## src/rtl/sortmax_pkg.sv

```systemverilog
// Shared definitions for the sortmax observation slice: state encoding,
// controller output width and MISR feedback taps (x^20 + x^17 + 1).
package sortmax_pkg;

  localparam int SORTMAX_YW = 20;
  localparam int MISR_TAP_A = 19;
  localparam int MISR_TAP_B = 16;

  typedef enum logic [1:0] {
    ST_IDLE,
    ST_CAPTURE,
    ST_COMPARE,
    ST_DONE
  } state_t;

endpackage

```

## src/rtl/sortmax_sig_monitor_if.sv

```systemverilog
// Bus between the sortmax output stage and its signature monitor.
// The master drives run control and data; the slave reports status.
interface sortmax_sig_monitor_if
  import sortmax_pkg::*;
#(
  parameter int WIDTH = SORTMAX_YW
);

  logic             start;
  logic [WIDTH-1:0] y;
  logic [WIDTH-1:0] golden;
  logic             busy;
  logic             done;
  logic             pass;
  logic [WIDTH-1:0] sig;
  logic [15:0]      sample_cnt;
  logic             zrun_alarm;

  modport master (
    output start, y, golden,
    input  busy, done, pass, sig, sample_cnt, zrun_alarm
  );

  modport slave (
    input  start, y, golden,
    output busy, done, pass, sig, sample_cnt, zrun_alarm
  );

endinterface

```

## src/rtl/sortmax_misr.sv

```systemverilog
// Multiple-input signature register: shift left with two-tap feedback,
// XOR in the parallel input. Synchronous clear has priority over enable.
module sortmax_misr
  import sortmax_pkg::*;
#(
  parameter int WIDTH = SORTMAX_YW,
  parameter int TAP_A = MISR_TAP_A,
  parameter int TAP_B = MISR_TAP_B
) (
  input  logic             clk,
  input  logic             rst,
  input  logic             i_clr,
  input  logic             i_en,
  input  logic [WIDTH-1:0] i_d,
  output logic [WIDTH-1:0] o_sig
);

  logic [WIDTH-1:0] r_sig;
  logic             w_fb;

  assign w_fb  = r_sig[TAP_A] ^ r_sig[TAP_B];
  assign o_sig = r_sig;

  always_ff @(posedge clk or posedge rst) begin
    if (rst)       r_sig <= '0;
    else if (i_clr) r_sig <= '0;
    else if (i_en)  r_sig <= {r_sig[WIDTH-2:0], w_fb} ^ i_d;
  end

endmodule

```

## src/rtl/sortmax_sig_monitor.sv

```systemverilog
// Windowed MISR capture of the sortmax output vector with golden compare
// and a sticky alarm for runs of all-zero output vectors.
module sortmax_sig_monitor
  import sortmax_pkg::*;
#(
  parameter int WIDTH    = SORTMAX_YW,
  parameter int WINDOW   = 64,
  parameter int ZRUN_MAX = 8
) (
  input  logic                 clk,
  input  logic                 rst,
  sortmax_sig_monitor_if.slave mon
);

  localparam int          ZW   = $clog2(ZRUN_MAX + 1);
  localparam logic [15:0] LAST = 16'(WINDOW - 1);

  state_t           r_state, w_next;
  logic             w_clr, w_cap;
  logic [15:0]      r_cnt;
  logic [ZW-1:0]    r_zcnt;
  logic             r_alarm, r_pass;
  logic [WIDTH-1:0] w_sig;

  assign w_cap = (r_state == ST_CAPTURE);

  always_ff @(posedge clk or posedge rst) begin
    if (rst) r_state <= ST_IDLE;
    else     r_state <= w_next;
  end

  always_comb begin
    w_next = r_state;
    w_clr  = 1'b0;
    unique case (r_state)
      ST_IDLE, ST_DONE: if (mon.start) begin
        w_next = ST_CAPTURE;
        w_clr  = 1'b1;
      end
      ST_CAPTURE: if (r_cnt == LAST) w_next = ST_COMPARE;
      ST_COMPARE: w_next = ST_DONE;
      default:    w_next = ST_IDLE;
    endcase
  end

  sortmax_misr #(
    .WIDTH (WIDTH),
    .TAP_A (MISR_TAP_A),
    .TAP_B (MISR_TAP_B)
  ) u_misr (
    .clk   (clk),
    .rst   (rst),
    .i_clr (w_clr),
    .i_en  (w_cap),
    .i_d   (mon.y),
    .o_sig (w_sig)
  );

  always_ff @(posedge clk or posedge rst) begin
    if (rst)        r_cnt <= '0;
    else if (w_clr) r_cnt <= '0;
    else if (w_cap) r_cnt <= r_cnt + 16'd1;
  end

  // Alarm sets on the edge the run length reaches ZRUN_MAX, including the last sample.
  always_ff @(posedge clk or posedge rst) begin
    if (rst) begin
      r_zcnt  <= '0;
      r_alarm <= 1'b0;
    end else if (w_clr) begin
      r_zcnt  <= '0;
      r_alarm <= 1'b0;
    end else if (w_cap) begin
      if (mon.y == '0) begin
        if (r_zcnt != ZW'(ZRUN_MAX)) r_zcnt <= r_zcnt + ZW'(1);
        if (r_zcnt >= ZW'(ZRUN_MAX - 1)) r_alarm <= 1'b1;
      end else begin
        r_zcnt <= '0;
      end
    end
  end

  always_ff @(posedge clk or posedge rst) begin
    if (rst)                       r_pass <= 1'b0;
    else if (w_clr)                r_pass <= 1'b0;
    else if (r_state == ST_COMPARE) r_pass <= (w_sig == mon.golden);
  end

  assign mon.busy       = (r_state == ST_CAPTURE) || (r_state == ST_COMPARE);
  assign mon.done       = (r_state == ST_DONE);
  assign mon.pass       = r_pass;
  assign mon.sig        = w_sig;
  assign mon.sample_cnt = r_cnt;
  assign mon.zrun_alarm = r_alarm;

endmodule

```

## src/flat_wrapper.sv

```systemverilog
// flat-port wrapper written by rule: the top's interface ports become plain ports
module sortmax_sig_monitor_flat import sortmax_pkg::*;
#(
  parameter int WIDTH    = SORTMAX_YW,
  parameter int WINDOW   = 64,
  parameter int ZRUN_MAX = 8
)
  (clk, rst, mon_start, mon_y, mon_golden, mon_busy, mon_done, mon_pass, mon_sig, mon_sample_cnt, mon_zrun_alarm);
  sortmax_sig_monitor_if #(.WIDTH(WIDTH)) mon_i ();
  input  logic clk;
  input  logic rst;
  input wire logic [$bits(mon_i.start)-1:0] mon_start;
  input wire logic [$bits(mon_i.y)-1:0] mon_y;
  input wire logic [$bits(mon_i.golden)-1:0] mon_golden;
  output wire logic [$bits(mon_i.busy)-1:0] mon_busy;
  output wire logic [$bits(mon_i.done)-1:0] mon_done;
  output wire logic [$bits(mon_i.pass)-1:0] mon_pass;
  output wire logic [$bits(mon_i.sig)-1:0] mon_sig;
  output wire logic [$bits(mon_i.sample_cnt)-1:0] mon_sample_cnt;
  output wire logic [$bits(mon_i.zrun_alarm)-1:0] mon_zrun_alarm;
  assign mon_i.start = mon_start;
  assign mon_i.y = mon_y;
  assign mon_i.golden = mon_golden;
  assign mon_busy = mon_i.busy;
  assign mon_done = mon_i.done;
  assign mon_pass = mon_i.pass;
  assign mon_sig = mon_i.sig;
  assign mon_sample_cnt = mon_i.sample_cnt;
  assign mon_zrun_alarm = mon_i.zrun_alarm;
  sortmax_sig_monitor #(.WIDTH(WIDTH), .WINDOW(WINDOW), .ZRUN_MAX(ZRUN_MAX)) u_core (.clk(clk), .rst(rst), .mon(mon_i));
endmodule
```

## config.mk

```make
export PLATFORM = sky130hd
export DESIGN_NAME = sortmax_sig_monitor_flat
export DESIGN_NICKNAME = d
export VERILOG_FILES = /design/src/rtl/sortmax_pkg.sv /design/src/rtl/sortmax_sig_monitor_if.sv /design/src/rtl/sortmax_misr.sv /design/src/rtl/sortmax_sig_monitor.sv /design/src/flat_wrapper.sv
export SDC_FILE = /design/constraint.sdc
export NUM_CORES = 1
export LEC_CHECK = 0
export CAP_MARGIN = 10
export CORE_ASPECT_RATIO = 1.75
export CORE_UTILIZATION = 30
export CTS_BUF_LIST = sky130_fd_sc_hd__clkbuf_16
export DETAILED_ROUTE_END_ITERATION = 10
export PLACE_DENSITY_LB_ADDON = 0.12
export SETUP_SLACK_MARGIN = 0.05
export SKIP_LAST_GASP = 1
export SLEW_MARGIN = 20
export SYNTH_ARGS = -nofsm -noshare
export SYNTH_HDL_FRONTEND = slang
export SYNTH_SLANG_ARGS = --single-unit
```

## constraint.sdc

```tcl
create_clock -name clk -period 2.55 [get_ports clk]
set_input_delay 0.255 -clock clk [delete_from_list [all_inputs] [get_ports clk]]
set_output_delay 0.255 -clock clk [all_outputs]
set_load 0.01 [all_outputs]
```

==> results of run 1 <==
-- path summary, 6_finish.rpt --
path,startpoint,to,slack (ns),cells after the start
worst max-delay path,u_core.r_state[0]$_DFFE_PP0P_,u_core.r_zcnt[0]$_DFFE_PP0P_,0.37,6
worst min-delay path,rst,u_core.u_misr.o_sig[2]$_DFFE_PP0P_,0.35,2
worst max register to register,u_core.r_state[0]$_DFFE_PP0P_,u_core.r_zcnt[0]$_DFFE_PP0P_,0.37,6
worst min register to register,u_core.mon.pass$_DFFE_PP0P_,u_core.mon.pass$_DFFE_PP0P_,0.53,2
max in group asynchronous,rst,u_core.mon.sample_cnt[12]$_DFFE_PP0P_,1.59,3
min in group clk,u_core.mon.pass$_DFFE_PP0P_,u_core.mon.pass$_DFFE_PP0P_,0.53,2
-- metal layers --
metal | share of wire | vias up | GRT usage
met3 | 0.040 | 11 | 0.03423
li1 | - | 1077 | -
met2 | 0.57 | 54 | 0.3149
met1 | 0.37 | 1036 | 0.1794
met4 | 0.023 | 0 | 0.07125
met5 | 0 | - | 0
-- where the power goes --
part | switching [mW] | internal, mW | total, mW
registers | 0.274 | 0.890 | 1.16
clock network | 0.265 | 0.353 | 0.618
logic | 0.814 | 0.856 | 1.67
-- flip-flops by register name (all words and copies together), names as in the netlist --
name                   flops
u_core.u_misr.o_sig       20
u_core.mon.zrun_alarm      1
u_core.mon.pass            1
u_core.mon.sample_cnt     16
u_core.r_zcnt              4
u_core.r_state             2
-- per-stage QoR --
stage | power, mW | cells | area, sq um | util
floorplan | 2.150 | 255 | 2522 | -
global placement | 2.868 | 426 | 3468 | 0.4327
detailed placement | 2.884 | 426 | 3468 | 0.4327
CTS | 3.520 | 434 | 3605 | 0.4497
global route | 3.706 | 434 | 3605 | 0.4497
finish | 3.453 | 434 | 3605 | 0.4497
-- final cells by class --
type | instances | area share
clock buffers | 5 | 0.03471
clock inverters | 3 | 0.003124
inverters | 9 | 0.009372
multi-input cells | 192 | 0.3697
flip-flops and latches | 44 | 0.3055
well taps | 90 | 0.03124
repair buffers | 91 | 0.2464
-- synthesized netlist by cell type, drive strengths merged (2+ instances only) --
master  count
nand2      13
a31oi       2
dfrtp      44
nand4       7
nor3        6
nor2       35
o21ai       3
mux2i       3
a22o        2
nor4       12
xor2       22
a31o        2
xnor2      29
a21oi       7
nand3b      2
o32ai       2
ha          7
or4         3
clkbuf     10
inv         9
a211oi     19
nand3       2
a41o        2
-- logic make-up after synthesis --
family                   after synthesis
flip-flops                            44
AO/OA/AOI/OAI                         43
buffers and inverters                 19
adder cells (fa/ha/maj)                7
AND/OR/NAND/NOR                       87
multiplexers                           4
XOR/XNOR                              51
==> results by group, run 1 <==
Synthesis
  – Simple-Gate Fraction of Synth Area: 0.1731
  – Top cell type by total area after synthesis: dfrtp_1
  – Largest family of logic cells by synthesized area: XOR/XNOR gates
  – Post-synth EDFFs: 0
  – Top_reg_cell synth: dfrtp_1
  – Ys async rst share: 1.000
  – Synth Area in Compound Gates: 0.1260
  – Post-Synth Adder-Cell Area: 0.03472
  – Post-Syn Nets: 305
  – Synth unique cells: 39
  – Synth Cell Area: 2522 sq um
  – Register area share after synthesis: 0.4365
  – Post-synthesis cell count: 255
  – Multiplexer share of the synthesized area: 0.01637
  – Yosys reg bits: 44
  – Syn Area/Cell: 9.892 sq um
  – Yosys top cell area share: 0.4365
  – YS warnings: 0
  – Synth top area cells: dfrtp_1 44%, xnor2_1 10%, xor2_1 7.6%
  – XOR/XNOR Fraction of Synth Area: 0.1771

Place
  – Port bufs: 82
  – Final RePlAce weighted congestion: 0.7468
  – Hpwl dp: 5346 um
  – Setup WS pre-CTS: 0.08418 ns

Floorplan
  – Row Count: 43
  – Horiz. Die Dim: 71.32 um
  – Die Span Y: 123.3 um
  – Starting density of the core: 0.3147
  – DIE AREA: 8793 sq um
  – Core area: 8016 sq um
  – # IOs: 83

Critical path
  – Worst Setup Start Kind: register
  – CP bufs+invs: 1
  – CP Class: register to register
  – CP Capture Type: register
  – CP cell instances: inv_1 > ha_1 > nand2_1 > nand2_1 > nor4b_1 > mux2_2
  – Crit-path slowest cell: nor4b_1
  – Largest delay share family, worst path: simple AND/OR/NAND/NOR gates
  – CP required: about 2.8 ns
  – Worst Path Arrival: 2.41 ns
  – Critical Path Fanout Max: 8
  – Top cell by count, worst path: nand2_1
  – Slowest stage delay, CP: 0.54 ns

Cells and area
  – Area of the multi-input gates: 1333 sq um
  – Fillcell total: 814
  – Most common cell after layout, fill and taps aside: clkdlybuf4s50_1
  – Most frequent cells in the layout: 82 x clkdlybuf4s50_1, 44 x dfrtp_1, 35 x nor2_1
  – # nets final: ~390
  – Area delta synth->final: 42.91%
  – Storage element area: 1101 sq um
  – Share of layout cells above drive strength 1: 0.07267
  – # diodes: 0

Power
  – P_leak: 1.466 nW
  – Pwr per Cell Area: between 900 and 1000 nW/um^2
  – VDD IR max: around 530 uV

Detailed routing
  – Via density per instance: 5.018
  – Initial detailed-routing violation count: between 100 and 150
  – DRC: 6
  – DR vias: 2,178
  – DR WL/cell: roughly 16 um
  – DRT antenna net count: 0
  – Drt total wl: 6879 um
  – First-pass DRT Iterations: 7

Timing
  – Final Cycle Share: 0.8566
  – Final-report hold violation count: 0
  – Worst-margin pin slew: ~0.86 ns
  – Slew headroom: 0.4204
  – Worst Clk Skew: 0.002892 ns
  – Max Freq: 0.4578 GHz
  – Final setup viols: 0
  – Hold_ws: 0.3489 ns
  – Post-route minimum period: approximately 2.2 ns
  – RSZ-0062 raised after global routing: false
  – Slew Limit Fails: 0
  – Setup TNS: 0 ns
  – Post-route setup slack: 0.3657 ns

Clock tree
  – CTS sink count: 44
  – H-Tree Depth: 2
  – Hold_buf cts: 0
  – Root buffer cell: clkbuf_16
  – Clk_lat worst skew: 0.29 ns
  – CTS Buffer Depth: 2
  – CTS resizes: 0
  – Setup Fix Bufs, Post-CTS: 0
  – CTS buffer count: 5
  – TritonCTS clock tree: done
  – Clk pin slew, worst setup/hold paths: 0.06 ns

GRT
  – Global route overflow: 0
  – Initial antenna violation count: 0
  – Largest net degree at the start of global routing: 40
  – First-pass GRT wire length: 11,090 um
  – Overall Global Routing Usage: 0.1680
  – Vias in the first global route: 2,222

Flow run
  – Max Cap Viol: 0

Run status
  – Failing checks: DRC
  – Outcome: finished with violations

Worst hold path
  – Hold Path Class: input pin to async pin
No activity file was read; power rests on OpenSTA's default activity.
==> run 2: changes to the inputs <==
--- a/config.mk
+++ b/config.mk
@@ -9,6 +9,7 @@
 export CORE_ASPECT_RATIO = 1.75
 export CORE_UTILIZATION = 30
 export CTS_BUF_LIST = sky130_fd_sc_hd__clkbuf_16
+export CTS_CLUSTER_DIAMETER = 120
 export DETAILED_ROUTE_END_ITERATION = 10
 export PLACE_DENSITY_LB_ADDON = 0.12
 export SETUP_SLACK_MARGIN = 0.05
==> results of run 2 <==
Same layout as run 1: the final DEF is identical, and so are final timing and power.
==> run 3: changes to the inputs <==
--- a/config.mk
+++ b/config.mk
@@ -7,7 +7,7 @@
 export LEC_CHECK = 0
 export CAP_MARGIN = 10
 export CORE_ASPECT_RATIO = 1.75
-export CORE_UTILIZATION = 30
+export CORE_UTILIZATION = 25
 export CTS_BUF_LIST = sky130_fd_sc_hd__clkbuf_16
 export CTS_CLUSTER_DIAMETER = 120
 export DETAILED_ROUTE_END_ITERATION = 10
==> run 3 against run 2 <==
Flip-flop and latch count stayed put. Register-to-register slack better by 0.13 ns. Core utilization down 7.4 points. The run now ends clean. Wire length increased by 3.4%. Non-clock buffer count is the same. Clock skew rose by 0.0039 ns. Die area increased by 20%. Setup slack better by 0.12 ns. Global-route usage is 2.4 points lower. First-iteration DRC count decreased by 13%.
==> results by group, run 3 (same netlist as run 1, synthesis figures left out) <==
Cells and area
  – Max reg flops: 20 (unchanged)
  – Finished Layout Cells: 469 (+8.1%)
  – Core Util, Final: 0.3753 (-0.07441)
  – Fin area: 3696 sq um (+2.5%)
  – # diodes: 0 (unchanged)
  – Share of layout cells above drive strength 1: 0.08140 (+0.008721)
  – Area delta synth->final: 46.53%
  – # nets final: 393 (unchanged)
  – Most common cell after layout, fill and taps aside: clkdlybuf4s50_1
  – Most frequent cells in the layout: 82 x clkdlybuf4s50_1, 44 x dfrtp_1, 35 x nor2_1
  – Fillcell total: 1,047 (+29%)

GRT
  – Overall Global Routing Usage: 0.1443 (-0.02368)
  – Vias in the first global route: 2,238 (+0.72%)
  – First-pass GRT wire length: 11,700 um (+5.5%)
  – Global route overflow: 0 (unchanged)
  – Initial antenna violation count: 0 (unchanged)
  – Largest net degree at the start of global routing: 28 (-30%)

Detailed routing
  – Via density per instance: 4.704 (-6.3%)
  – DRT antenna net count: 0 (unchanged)
  – Drt total wl: 7113 um (+3.4%)
  – Top routing layer used: met4
  – DR vias: 2,206 (+1.3%)
  – Met3 WL: 315 um (+14%)
  – Wire length on met2: 3971 um (+1.9%)
  – DRC: 0 (-6)
  – Initial detailed-routing violation count: 89 (-13%)
  – DR WL/cell: 15.17 um (-4.3%)
  – Met1 Wirelength: 2749 um (+7.8%)
  – First-pass DRT Iterations: 5 (-2)

Power
  – Total power: 3.607 mW (+4.5%)
  – VDD IR max: 470.5 uV (-12%)
  – Pwr per Cell Area: 975.9 nW/um^2 (+1.9%)
  – P_leak: 1.477 nW (+0.74%)

Critical path
  – CP Capture Type: output port
  – Slowest stage delay, CP: 0.54 ns (about the same)
  – FF-to-FF path depth: 5 (-1)
  – Worst Path Arrival: 1.80 ns (-0.61 ns)
  – R2R Path Start: u_core.mon.sample_cnt[0]$_DFFE_PP0P_
  – Top cell by count, worst path: inv_1
  – CP bufs+invs: 3 (+2)
  – R2R Setup Slk: 0.50 ns (+0.13 ns)
  – Worst Setup Start Kind: register
  – Largest delay share family, worst path: buffers and inverters
  – FF-to-FF End: u_core.r_state[0]$_DFFE_PP0P_
  – CP required: 2.30 ns (-0.48 ns)
  – CP cell instances: inv_1 > ha_1 > inv_1 > clkdlybuf4s50_1
  – Crit-path slowest cell: clkdlybuf4s50_1
  – Critical Path Fanout Max: 5 (-3)
  – CP Class: register to output port

Timing
  – Max Freq: 0.4856 GHz (+6.1%)
  – Worst Clk Skew: 0.006838 ns (+0.003946 ns)
  – Post-route minimum period: 2.059 ns (-0.1249 ns)
  – RSZ-0062 raised after global routing: false
  – Final Cycle Share: 0.8076 (-0.04899)
  – Slew Limit Fails: 0 (unchanged)
  – Worst-margin pin slew: 0.8461 ns (-0.01799 ns)
  – Final-report hold violation count: 0 (unchanged)
  – Slew headroom: 0.4325 (+0.01207)
  – Hold_ws: 0.3376 ns (-0.01131 ns)
  – Post-route setup slack: 0.4906 ns (+0.1249 ns)
  – Final setup viols: 0 (unchanged)
  – Setup TNS: 0 ns (unchanged)

Clock tree
  – CTS buffer count: 5 (unchanged)
  – Hold_buf cts: 0 (unchanged)
  – H-Tree Depth: 2 (unchanged)
  – Clk pin slew, worst setup/hold paths: 0.07 ns (about the same)
  – Setup Fix Bufs, Post-CTS: 0 (unchanged)
  – Root buffer cell: clkbuf_16
  – CTS Buffer Depth: 2 (unchanged)
  – CTS resizes: 0 (unchanged)
  – TritonCTS clock tree: done
  – CTS sink count: 44 (unchanged)
  – Clk_lat worst skew: 0.29 ns (about the same)

Place
  – Final RePlAce weighted congestion: 0.7301 (-2.2%)
  – Hpwl dp: 5567 um (+4.1%)
  – Port bufs: 82 (unchanged)
  – Setup WS pre-CTS: 0.3021 ns (+0.2179 ns)
  – Inst Count DP: 461 (+8.2%)
  – Dpl cell area: 3525 sq um (+1.6%)

Floorplan
  – DIE AREA: 10,510 sq um (+20%)
  – Starting density of the core: 0.2561 (-0.05856)
  – # IOs: 83 (unchanged)
  – Horiz. Die Dim: 77.93 um (+9.3%)
  – Die Span Y: 134.9 um (+9.4%)
  – Core area: 9849 sq um (+23%)
  – Row Count: 48 (+12%)

Run status
  – Outcome: completed

Worst hold path
  – Hold Path Class: input pin to async pin

Flow run
  – Max Cap Viol: 0 (unchanged)
[run 3: routing by layer]
metal / track usage / vias up
met4: 0.04938 / 0
met3: 0.02230 / 4
met2: 0.2773 / 74
li1: - / 1077
met1: 0.1576 / 1051
met5: 0 / -
[run 3: layout make-up]
class                           instances  area (sq um)  area share
Multi-Input combinational cell        192          1333      0.3605
Sequential cell                        44          1101      0.2979
Timing Repair Buffer                   91         900.9      0.2437
Tap cell                              125         156.4     0.04232
Clock buffer                            5         125.1     0.03385
Clock inverter                          3         46.29     0.01253
Inverter                                9         33.78    0.009140
[run 3: worst max path at each step]
stage | startpoint | endpoint | slack, ns | depth (start not counted)
final | u_core.r_state[0]$_DFFE_PP0P_ | mon_busy | 0.49 | 4
after detailed placement | mon_y[9] | u_core.r_zcnt[0]$_DFFE_PP0P_ | 0.30 | 6
after global routing | u_core.mon.sample_cnt[3]$_DFFE_PP0P_ | u_core.mon.sample_cnt[15]$_DFFE_PP0P_ | 0.34 | 4
after floorplan | u_core.mon.sample_cnt[0]$_DFFE_PP0P_ | u_core.r_state[0]$_DFFE_PP0P_ | 0.65 | 5
after global placement | mon_y[9] | u_core.r_zcnt[0]$_DFFE_PP0P_ | 0.33 | 6
after CTS | u_core.mon.sample_cnt[0]$_DFFE_PP0P_ | u_core.r_state[0]$_DFFE_PP0P_ | 0.45 | 5
[run 3: where the power goes]
part	internal, mW	total (mW)	switching [mW]
combinational	0.866	1.69	0.822
clock	0.466	0.758	0.292
sequential	0.890	1.16	0.271
total	2.22	3.61	1.39
